`src/rtl/uart_boot_rx_pkg.sv`:
```
// Shared constants for the UART boot-load receiver: bus widths, frame size and
// receiver state encodings.
package uart_boot_rx_pkg;

   localparam int DATABUS         = 16;
   localparam int BYTE_CNT_W      = 16;
   localparam int UART_FRAME_BITS = 8;

   typedef enum logic [1:0] {
      UART_IDLE  = 2'd0,
      UART_START = 2'd1,
      UART_DATA  = 2'd2,
      UART_STOP  = 2'd3
   } uart_state_e;

   function automatic int bit_cycles(input int clk_freq, input int baud);
      return clk_freq / baud;
   endfunction

endpackage

```
`src/rtl/uart_boot_rx_if.sv`:
```
// Byte-stream bus from the UART receiver to the instruction-ROM loader.
interface uart_boot_rx_if;
   import uart_boot_rx_pkg::*;

   logic                  ctrl;
   logic [DATABUS-1:0]    wdata;
   logic                  frame_err;
   logic [BYTE_CNT_W-1:0] byte_cnt;
   logic                  load_done;

   modport master (output ctrl, wdata, frame_err, byte_cnt, load_done);
   modport slave  (input  ctrl, wdata, frame_err, byte_cnt, load_done);

endinterface

```
`src/rtl/uart_boot_rx_phy.sv`:
```
// 8N1 receive PHY: input synchroniser, frame FSM and mid-bit sampling.
// Emits combinational sample-cycle strobes; the top level registers them.
module uart_boot_rx_phy
   import uart_boot_rx_pkg::*;
#(
   parameter int BIT_CYC = 16
) (
   input  logic                       clk,
   input  logic                       rst_n,
   input  logic                       i_en,
   input  logic                       i_rx,
   output logic                       o_start,
   output logic                       o_idle,
   output logic                       o_byte_vld,
   output logic                       o_frame_err,
   output logic [UART_FRAME_BITS-1:0] o_byte
);

   localparam int                BCNT_W   = $clog2(BIT_CYC);
   localparam logic [BCNT_W-1:0] HALF_END = BCNT_W'(BIT_CYC / 2 - 1);
   localparam logic [BCNT_W-1:0] BIT_END  = BCNT_W'(BIT_CYC - 1);
   localparam logic [2:0]        LAST_BIT = 3'(UART_FRAME_BITS - 1);

   logic [1:0]                 r_sync;
   uart_state_e                r_state;
   logic [BCNT_W-1:0]          r_bcnt;
   logic [2:0]                 r_bidx;
   logic [UART_FRAME_BITS-1:0] r_sh;
   logic                       w_rx_s;
   logic                       w_bit_end;

   assign w_rx_s    = r_sync[1];
   assign w_bit_end = (r_bcnt == BIT_END);

   assign o_idle      = (r_state == UART_IDLE);
   assign o_start     = i_en && o_idle && !w_rx_s;
   assign o_byte_vld  = i_en && (r_state == UART_STOP) && w_bit_end &&  w_rx_s;
   assign o_frame_err = i_en && (r_state == UART_STOP) && w_bit_end && !w_rx_s;
   assign o_byte      = r_sh;

   // Synchroniser runs regardless of enable so rx_s is settled when en rises.
   always_ff @(posedge clk) begin
      if (!rst_n) r_sync <= 2'b11;
      else        r_sync <= {r_sync[0], i_rx};
   end

   always_ff @(posedge clk) begin
      if (!rst_n) begin
         r_state <= UART_IDLE;
         r_bcnt  <= '0;
         r_bidx  <= '0;
         r_sh    <= '0;
      end else if (!i_en) begin
         r_state <= UART_IDLE;
         r_bcnt  <= '0;
         r_bidx  <= '0;
      end else begin
         case (r_state)
            UART_IDLE: begin
               if (!w_rx_s) begin
                  r_state <= UART_START;
                  r_bcnt  <= '0;
               end
            end
            UART_START: begin
               if (r_bcnt == HALF_END) begin
                  r_bcnt  <= '0;
                  r_bidx  <= '0;
                  r_state <= w_rx_s ? UART_IDLE : UART_DATA;
               end else begin
                  r_bcnt <= r_bcnt + 1'b1;
               end
            end
            UART_DATA: begin
               if (w_bit_end) begin
                  r_bcnt <= '0;
                  r_sh   <= {w_rx_s, r_sh[UART_FRAME_BITS-1:1]};
                  if (r_bidx == LAST_BIT) r_state <= UART_STOP;
                  else                    r_bidx  <= r_bidx + 1'b1;
               end else begin
                  r_bcnt <= r_bcnt + 1'b1;
               end
            end
            UART_STOP: begin
               // Leave at mid-stop so a start bit right after the stop bit is caught.
               if (w_bit_end) begin
                  r_bcnt  <= '0;
                  r_state <= UART_IDLE;
               end else begin
                  r_bcnt <= r_bcnt + 1'b1;
               end
            end
            default: r_state <= UART_IDLE;
         endcase
      end
   end

endmodule

```
`src/rtl/uart_boot_rx.sv`:
```
// UART boot-load front end: enable gating, byte strobe/wdata formatting,
// received-byte counter and idle-timeout end-of-load flag.
module uart_boot_rx
   import uart_boot_rx_pkg::*;
#(
   parameter int CLK_FREQ     = 50_000_000,
   parameter int BAUD         = 115200,
   parameter int TIMEOUT_BITS = 32
) (
   input  logic           clk,
   input  logic           rst_n,
   input  logic           i_en,
   input  logic           i_rx,
   uart_boot_rx_if.master bus
);

   localparam int BIT_CYC = bit_cycles(CLK_FREQ, BAUD);
   localparam int TMO     = TIMEOUT_BITS * BIT_CYC;
   localparam int TMR_W   = $clog2(TMO + 1);

   logic                       w_start;
   logic                       w_idle;
   logic                       w_byte_vld;
   logic                       w_frame_err;
   logic [UART_FRAME_BITS-1:0] w_byte;

   logic                  r_ctrl;
   logic                  r_ferr;
   logic [DATABUS-1:0]    r_wdata;
   logic [BYTE_CNT_W-1:0] r_byte_cnt;
   logic [TMR_W-1:0]      r_timer;
   logic                  r_load_done;

   uart_boot_rx_phy #(.BIT_CYC(BIT_CYC)) u_phy (
      .clk         (clk),
      .rst_n       (rst_n),
      .i_en        (i_en),
      .i_rx        (i_rx),
      .o_start     (w_start),
      .o_idle      (w_idle),
      .o_byte_vld  (w_byte_vld),
      .o_frame_err (w_frame_err),
      .o_byte      (w_byte)
   );

   always_ff @(posedge clk) begin
      if (!rst_n) begin
         r_ctrl      <= 1'b0;
         r_ferr      <= 1'b0;
         r_wdata     <= '0;
         r_byte_cnt  <= '0;
         r_timer     <= '0;
         r_load_done <= 1'b0;
      end else if (!i_en) begin
         r_ctrl      <= 1'b0;
         r_ferr      <= 1'b0;
         r_byte_cnt  <= '0;
         r_timer     <= '0;
         r_load_done <= 1'b0;
      end else begin
         r_ctrl <= w_byte_vld;
         r_ferr <= w_frame_err;
         if (w_byte_vld) begin
            r_wdata    <= {{(DATABUS-UART_FRAME_BITS){1'b0}}, w_byte};
            r_byte_cnt <= r_byte_cnt + 16'd1;
         end
         // A start bit outranks a coincident timeout so load_done stays low.
         if (w_start) begin
            r_timer     <= '0;
            r_load_done <= 1'b0;
         end else if (w_idle && (r_byte_cnt != '0)) begin
            if (r_timer == TMR_W'(TMO)) r_load_done <= 1'b1;
            else                        r_timer     <= r_timer + TMR_W'(1);
         end
      end
   end

   assign bus.ctrl      = r_ctrl;
   assign bus.frame_err = r_ferr;
   assign bus.wdata     = r_wdata;
   assign bus.byte_cnt  = r_byte_cnt;
   assign bus.load_done = r_load_done;

endmodule

```
`src/flat_wrapper.sv`:
```
// flat-port wrapper written by rule: the top's interface ports become plain ports
module uart_boot_rx_flat import uart_boot_rx_pkg::*;
#(
   parameter int CLK_FREQ     = 50_000_000,
   parameter int BAUD         = 115200,
   parameter int TIMEOUT_BITS = 32
)
  (clk, rst_n, i_en, i_rx, bus_ctrl, bus_wdata, bus_frame_err, bus_byte_cnt, bus_load_done);
  uart_boot_rx_if bus_i ();
  input  logic clk;
  input  logic rst_n;
  input  logic i_en;
  input  logic i_rx;
  output wire logic [$bits(bus_i.ctrl)-1:0] bus_ctrl;
  output wire logic [$bits(bus_i.wdata)-1:0] bus_wdata;
  output wire logic [$bits(bus_i.frame_err)-1:0] bus_frame_err;
  output wire logic [$bits(bus_i.byte_cnt)-1:0] bus_byte_cnt;
  output wire logic [$bits(bus_i.load_done)-1:0] bus_load_done;
  assign bus_ctrl = bus_i.ctrl;
  assign bus_wdata = bus_i.wdata;
  assign bus_frame_err = bus_i.frame_err;
  assign bus_byte_cnt = bus_i.byte_cnt;
  assign bus_load_done = bus_i.load_done;
  uart_boot_rx #(.CLK_FREQ(CLK_FREQ), .BAUD(BAUD), .TIMEOUT_BITS(TIMEOUT_BITS)) u_core (.clk(clk), .rst_n(rst_n), .i_en(i_en), .i_rx(i_rx), .bus(bus_i));
endmodule
```
`config.mk`:
```
export PLATFORM = sky130hd
export DESIGN_NAME = uart_boot_rx_flat
export DESIGN_NICKNAME = d
export VERILOG_FILES = /design/src/rtl/uart_boot_rx_pkg.sv /design/src/rtl/uart_boot_rx_if.sv /design/src/rtl/uart_boot_rx_phy.sv /design/src/rtl/uart_boot_rx.sv /design/src/flat_wrapper.sv
export SDC_FILE = /design/constraint.sdc
export NUM_CORES = 1
export LEC_CHECK = 0
export CAP_MARGIN = 10
export CORE_ASPECT_RATIO = 0.8
export CORE_UTILIZATION = 50
export CTS_CLUSTER_SIZE = 30
export DETAILED_ROUTE_END_ITERATION = 8
export PLACE_DENSITY = 0.76
export RECOVER_POWER = 50
export SYNTH_ARGS = -nofsm -noshare
export SYNTH_HDL_FRONTEND = slang
export SYNTH_SLANG_ARGS = --single-unit
```
`constraint.sdc`:
```
create_clock -name clk -period 2.9 [get_ports clk]
set_clock_uncertainty 0.15 [all_clocks]
set_input_delay 0.87 -clock clk [delete_from_list [all_inputs] [get_ports clk]]
set_output_delay 0.87 -clock clk [all_outputs]
set_load 0.02 [all_outputs]
```
==> metrics.md, run 1 <==
| Metric | Value |
|---|---|
| Worst skew pair latency | `0.35 ns` |
| Post-CTS setup buffer count | `0` |
| Via count | `2,881` |
| Buffers on Ports | `30` |
| FMAX | `373 MHz` |
| Synth top area cells | `dfxtp_1 (39%), mux2i_1 (6.0%), a21oi_1 (4.3%)` |
| Outcome | `completed` |
| First drt pass iteration count | `4` |
| Vert. Die Dim | `75.2 um` |
| Pwr per Cell Area | `450 mW/mm2` |
| Post-cts resize count | `0` |
| Fin crit share | `92.5%` |
| CTS buffer count | `9` |
| Reg2Reg Setup Slack | `0.38 ns` |
| MaxCap Viol Count | `0` |
| RSZ-0062 raised after global routing | `false` |
| Worst vdd ir | `0.288 mV` |
| CP max stage cell | `clkbuf_1` |
| Cell Area, Placed | `0.00374 mm2` |
| Max_slew headroom | `52.2%` |
| Largest net degree at the start of global routing | `28` |
| DR WL/cell | `14.7 um` |
| Share of synthesized registers carrying an async set or reset | `0%` |
| Nets@finish | `426` |
| Synth Flop Type | `dfxtp_1` |
| CTS max path bufs | `2` |
| Dominant cell type by area after synthesis | `dfxtp_1` |
| Setup TNS | `0 ns` |
| Post-synthesis cell type count | `59` |
| Yosys reg bits | `65` |
| Area grow syn2layout | `16.3%` |
| DRT iter0 DRCs | `205` |
| Final Critical Period | `2.68 ns` |
| P_leak | `1.24 nW` |
| Die area | `0.00704 mm2` |
| Register area share after synthesis | `38.8%` |
| DPL Wire Length | `5080 um` |
| Syn_area_per_cell | `8.85 um2` |
| Kind of end point of the critical path | `flip-flop` |
| Clock slew at reported path FFs | `0.08 ns` |
| DP Cell Count | `486` |
| Synth warnings | `0` |
| Share of the synthesized area in the top cell type | `38.8%` |
| Hold Vio Cnt, Final | `0` |
| Number of enable flip-flop cells after synthesis | `0` |
| Share of layout cells above drive strength 1 | `8.85%` |
| Antenna violations before repair | `0` |
| WP data arrival | `2.77 ns` |
| Post-route DRC | `0` |
| Ant diodes | `0` |
| CP most frequent cell | `clkbuf_1` |
| CP Max Fanout | `10` |
| GPL Wtd Cong | `0.829` |
| Vias in the first global route | `2,511` |
| Tot GR Track Use | `21.5%` |
| Worst Max-Slew Pin Slew | `0.716 ns` |
| Core area | `0.00644 mm2` |
| Post-Syn Area | `0.00335 mm2` |
| WS Path Type | `in -> reg` |
| Ports | `39` |
| Slew Limit Fails | `0` |
| Cell Chain, Critical Path | `dlygate4sd3_1 > nand4_1 > clkbuf_1 > nor3_2 > clkbuf_1 > mux2i_1 > nor2b_1` |
| Die Span X | `93.6 um` |
| First-pass GRT wire length | `11,700 um` |
| Most common cell in the netlist | `dfxtp_1` |
| Most frequent cells after synthesis | `dfxtp_1 (65), nand2_1 (30), a21oi_1 (29)` |
| Grt total ovfl | `0` |
| Largest stage delay, worst path | `0.57 ns` |
| H-tree depth | `3` |
| DR vias/cell | `5.74` |
| Final antenna-violating net count | `0` |
| DRT Wirelength | `7370 um` |
| CTS tree | `done` |
| Hold WC Path Type | `reg -> reg` |
| Final instance area | `0.00390 mm2` |
| Std-Cell Rows | `26` |
| Root Buffer | `clkbuf_8` |
| Initial Util | `52.1%` |
| Hold-fix buffers, CTS | `0` |
| # setup viols final | `0` |
| Startpoint Class | `primary input` |
| WP data required | `2.99 ns` |
| Synth Instances | `379` |
| Finished Layout Cells | `502` |
| Clk sinks | `65` |
## flip-flops by register name, summed over array words and instances (netlist names), named ones only
name                  count
u_core.u_phy.r_bidx       3
u_core.u_phy.r_sync       2
u_core.bus.frame_err      1
u_core.u_phy.r_bcnt       9
u_core.bus.ctrl           1
u_core.bus.load_done      1
u_core.u_phy.o_byte       8
u_core.u_phy.r_state      1
u_core.r_timer           14
u_core.bus.wdata          8
u_core.bus.byte_cnt      16
## worst max-delay path, delay by kind of cell
family,cells,cell delay [ns]
buffers and inverters,3,1.30
AND/OR/NAND/NOR,3,0.29
multiplexers,1,0.31
## layout make-up
type | instances | area [um2]
inverters | 11 | 41.3
clock inverters | 7 | 83.8
well taps | 84 | 105
fillers | 563 | 2540
multi-input cells | 284 | 1880
repair buffers | 42 | 363
flip-flops and latches | 65 | 1300
clock buffers | 9 | 124
## metrics by stage
step	hold WS (ns)	setup slack, ns	utilization (%)	power, mW
floorplan	0.236	0.279	-	0.958
global placement	0.242	0.0774	58.0	0.965
detailed placement	0.260	-0.00883	58.0	0.966
CTS	0.281	0.316	61.2	1.77
global route	0.306	0.121	60.6	1.82
finish	0.275	0.217	60.6	1.75
## cell usage in the layout (no fill, tap or decap), drive strengths merged, types with 8 or more instances in the layout
cell           instances
dfxtp                 65
a21oi                 31
nand2                 30
clkdlybuf4s50         26
o21ai                 22
mux2i                 20
nand3                 19
nor2b                 17
or3                   17
clkbuf                17
inv                   15
nor2                  13
nand4                 13
or4                   11
ha                     9
and4                   8
conb                   8
nor3                   8
## metal layers
metal | track usage (%) | vias to the layer above | routed length, um
met1 | 28.0 | 1353 | 3420
met4 | 7.01 | 0 | 70
met3 | 6.87 | 8 | 381
li1 | - | 1457 | -
met5 | 0 | - | 0
met2 | 34.2 | 63 | 3500
## kinds of logic after synthesis
group,count (synthesis),share of synthesized area [%]
xor gates and xnor gates,4,1.04
and+or+nand+nor,165,30.0
other,1,0.112
muxes,21,6.31
buffers and inverters,37,5.86
AOI/OAI and AO/OA,77,14.5
DFF,65,38.8
adders and majority gates,9,3.36
## power breakdown
part / internal [mW] / switching, mW / leakage (nW)
clock network: 0.413 / 0.397 / 0.103
logic: 0.0144 / 0.0334 / 0.611
registers: 0.893 / 0.00248 / 0.524
## final timing paths
kind | startpoint | end | cells after the start
max reg2reg | u_core.bus.byte_cnt[0] | u_core.r_timer[13] | 7
min | u_core.u_phy.r_sync[0] | u_core.u_phy.r_sync[1] | 1
min reg2reg | u_core.u_phy.r_sync[0] | u_core.u_phy.r_sync[1] | 1
max | i_en | u_core.bus.wdata[0] | 7
Power figures use the tool's default switching activity.
==> inputs of run 2 (changes only) <==
--- a/config.mk
+++ b/config.mk
@@ -6,11 +6,13 @@
 export NUM_CORES = 1
 export LEC_CHECK = 0
 export CAP_MARGIN = 10
+export CELL_PAD_IN_SITES_DETAIL_PLACEMENT = 1
+export CELL_PAD_IN_SITES_GLOBAL_PLACEMENT = 1
 export CORE_ASPECT_RATIO = 0.8
-export CORE_UTILIZATION = 50
+export CORE_UTILIZATION = 42
 export CTS_CLUSTER_SIZE = 30
 export DETAILED_ROUTE_END_ITERATION = 8
-export PLACE_DENSITY = 0.76
+export PLACE_DENSITY = 0.83
 export RECOVER_POWER = 50
 export SYNTH_ARGS = -nofsm -noshare
 export SYNTH_HDL_FRONTEND = slang
==> run 2 against run 1 <==
Compared with the run above:
- hold slack worse by 0.0042 ns
- flip-flop and latch count did not move
- cell count increased by 4.2%
- sequential share of layout area down 0.37 points
- highest routed layer unchanged
==> metrics.md, run 2 (synthesized netlist as in run 1, its figures left out) <==
| Metric | Value |
|---|---|
| Std-Cell Rows | `28 (was 26)` |
| P_leak | `1.26 nW (was 1.24 nW)` |
| First-pass GRT wire length | `15,100 um (was 11,700 um)` |
| Worst skew pair latency | `0.36 ns (was 0.35 ns)` |
| DP Cell Count | `507 (was 486)` |
| Sw Pwr | `0.450 mW (was 0.433 mW)` |
| DPL Wire Length | `6270 um (was 5080 um)` |
| CTS tree | `done (unchanged)` |
| Clk pwr share | `46.6% (was 46.2%)` |
| CP Max Fanout | `10 (unchanged)` |
| Worst hold margin | `0.271 ns (was 0.275 ns)` |
| Routed wl met3 | `377 um (was 381 um)` |
| DRT iter0 DRCs | `113 (was 205)` |
| Antenna violations before repair | `0 (unchanged)` |
| Die Span X | `102 um (was 93.6 um)` |
| Final Util | `52.1% (was 60.6%)` |
| Clk sinks | `65 (unchanged)` |
| Cell Chain, Critical Path | `dlygate4sd3_1 > buf_4 > and4_1 > nand4_1 > or3_1 > a21oi_1 (was dlygate4sd3_1 > nand4_1 > clkbuf_1 > nor3_2 > clkbuf_1 > mux2i_1 > nor2b_1)` |
| Root Buffer | `clkbuf_8 (unchanged)` |
| Fin crit share | `91.9% (was 92.5%)` |
| Slew Limit Fails | `0 (unchanged)` |
| Core area | `0.00757 mm2 (was 0.00644 mm2)` |
| CTS max path bufs | `2 (unchanged)` |
| WS Path Type | `in -> reg (unchanged)` |
| FMAX | `375 MHz (was 373 MHz)` |
| Pre-CTS setup slack | `-0.00532 ns (was -0.00883 ns)` |
| Startpoint Class | `primary input (unchanged)` |
| Worst vdd ir | `0.337 mV (was 0.288 mV)` |
| Ports | `39 (unchanged)` |
| WP data required | `3.03 ns (was 2.99 ns)` |
| Worst Max-Slew Pin Slew | `0.722 ns (was 0.716 ns)` |
| Final worst setup slack | `0.234 ns (was 0.217 ns)` |
| DRT Wirelength | `9290 um (was 7370 um)` |
| DR WL/cell | `17.8 um (was 14.7 um)` |
| Most common cell after layout, fill and taps aside | `dfxtp_1 (unchanged)` |
| FILL cells | `906 (was 563)` |
| Kind of end point of the critical path | `flip-flop (unchanged)` |
| Vert. Die Dim | `81.9 um (was 75.2 um)` |
| CP max stage cell | `dlygate4sd3_1 (was clkbuf_1)` |
| First drt pass iteration count | `4 (unchanged)` |
| Hold Vio Cnt, Final | `0 (unchanged)` |
| Clock slew at reported path FFs | `0.09 ns (was 0.08 ns)` |
| Internal | `1.32 mW (about the same)` |
| Crit-path leading delay family | `simple AND/OR/NAND/NOR gates (was buffers and inverters)` |
| M1 WL | `4200 um (was 3420 um)` |
| Final instance area | `0.00395 mm2 (was 0.00390 mm2)` |
| Buffers on Ports | `30 (unchanged)` |
| DR vias/cell | `5.74 (about the same)` |
| Logic gate share of total power | `2.8% (was 2.7%)` |
| Total Power | `1.77 mW (was 1.75 mW)` |
| Hold WC Path Type | `reg -> reg (unchanged)` |
| WP buf/inv | `2 (was 3)` |
| Finished Layout Cells | `523 (was 502)` |
| H-tree depth | `3 (unchanged)` |
| Via count | `3,000 (was 2,881)` |
| Pwr per Cell Area | `449 mW/mm2 (was 450 mW/mm2)` |
| Nets@finish | `426 (unchanged)` |
| Largest register FFs | `16 (unchanged)` |
| Vias in the first global route | `3,111 (was 2,511)` |
| Cell Area, Placed | `0.00377 mm2 (was 0.00374 mm2)` |
| Die area | `0.00835 mm2 (was 0.00704 mm2)` |
| Share of layout cells above drive strength 1 | `9.33% (was 8.85%)` |
| Hold-fix buffers, CTS | `0 (unchanged)` |
| GPL Wtd Cong | `0.771 (was 0.829)` |
| Largest net degree at the start of global routing | `28 (unchanged)` |
| Initial Util | `44.3% (was 52.1%)` |
| # setup viols final | `0 (unchanged)` |
| Reg power frac | `50.6% (was 51.1%)` |
| Post-cts resize count | `0 (unchanged)` |
| Grt total ovfl | `0 (unchanged)` |
| Post-CTS setup buffer count | `0 (unchanged)` |
| Ant diodes | `0 (unchanged)` |
| Tot GR Track Use | `23.6% (was 21.5%)` |
| Metal2 WL | `4600 um (was 3500 um)` |
| Post-route DRC | `0 (unchanged)` |
| Switching Fraction | `25.4% (was 24.7%)` |
| Commonest cells after routing, fill and taps aside | `dfxtp_1 (65), nand2_1 (30), a21oi_1 (29) (unchanged)` |
| Outcome | `completed (unchanged)` |
| Area grow syn2layout | `17.6% (was 16.3%)` |
| CTS buffer count | `9 (unchanged)` |
| WP data arrival | `2.79 ns (was 2.77 ns)` |
| Final antenna-violating net count | `0 (unchanged)` |
| RSZ-0062 raised after global routing | `false (unchanged)` |
| Setup TNS | `0 ns (unchanged)` |
| MaxCap Viol Count | `0 (unchanged)` |
| Final Critical Period | `2.67 ns (was 2.68 ns)` |
| Highest routed metal layer | `met4 (unchanged)` |
| Largest stage delay, worst path | `0.56 ns (was 0.57 ns)` |
| Max_slew headroom | `51.9% (was 52.2%)` |
## run 2: worst reg2reg max path, delay by kind of cell (launching register included)
kind	cells	cell delay [ns]
compound gates	1	0.33
fa+ha+maj	1	0.17
buf+inv	2	0.52
flops	1	0.37
mux	1	0.16
simple gates	2	0.76
## run 2: layout make-up
class | count | area (um2) | area share, %
multi-input combinational | 284 | 1890 | 48.0
timing repair buffer | 42 | 370 | 9.39
sequential | 65 | 1300 | 33.0
tap | 105 | 131 | 3.33
inverter | 11 | 41.3 | 1.05
clock buffer | 9 | 124 | 3.14
clock inverter | 7 | 83.8 | 2.12
## run 2: routing by layer
metal	vias to the layer above	GRT usage [%]
met1	1469	28.2
met5	-	0
met3	12	6.72
met2	58	41.4
li1	1461	-
met4	0	6.57
## run 2: path summary, 6_finish.rpt
path                          start                      to  slack (ns)  depth (start not counted)
max reg2reg  u_core.bus.byte_cnt[1]      u_core.r_timer[13]        0.36                          7
min reg2reg  u_core.u_phy.r_sync[0]  u_core.u_phy.r_sync[1]        0.27                          1
max                            i_en  u_core.bus.byte_cnt[9]        0.23                          6
min          u_core.u_phy.r_sync[0]  u_core.u_phy.r_sync[1]        0.27                          1
## run 2: power groups by stage
stage	sequential [mW]	clock (mW)	combinational, mW
finish	0.896	0.825	0.0496
detailed placement	0.917	0	0.0525
global placement	0.917	0	0.0517
floorplan	0.915	0	0.0436
global route	0.896	0.881	0.0534
CTS	0.896	0.847	0.0530
==> inputs of run 3 (changes only) <==
--- a/config.mk
+++ b/config.mk
@@ -14,6 +14,7 @@
 export DETAILED_ROUTE_END_ITERATION = 8
 export PLACE_DENSITY = 0.83
 export RECOVER_POWER = 50
+export SKIP_LAST_GASP = 1
 export SYNTH_ARGS = -nofsm -noshare
 export SYNTH_HDL_FRONTEND = slang
 export SYNTH_SLANG_ARGS = --single-unit
==> results of run 3 <==
Final layout, timing and power as in run 2 (identical DEF).
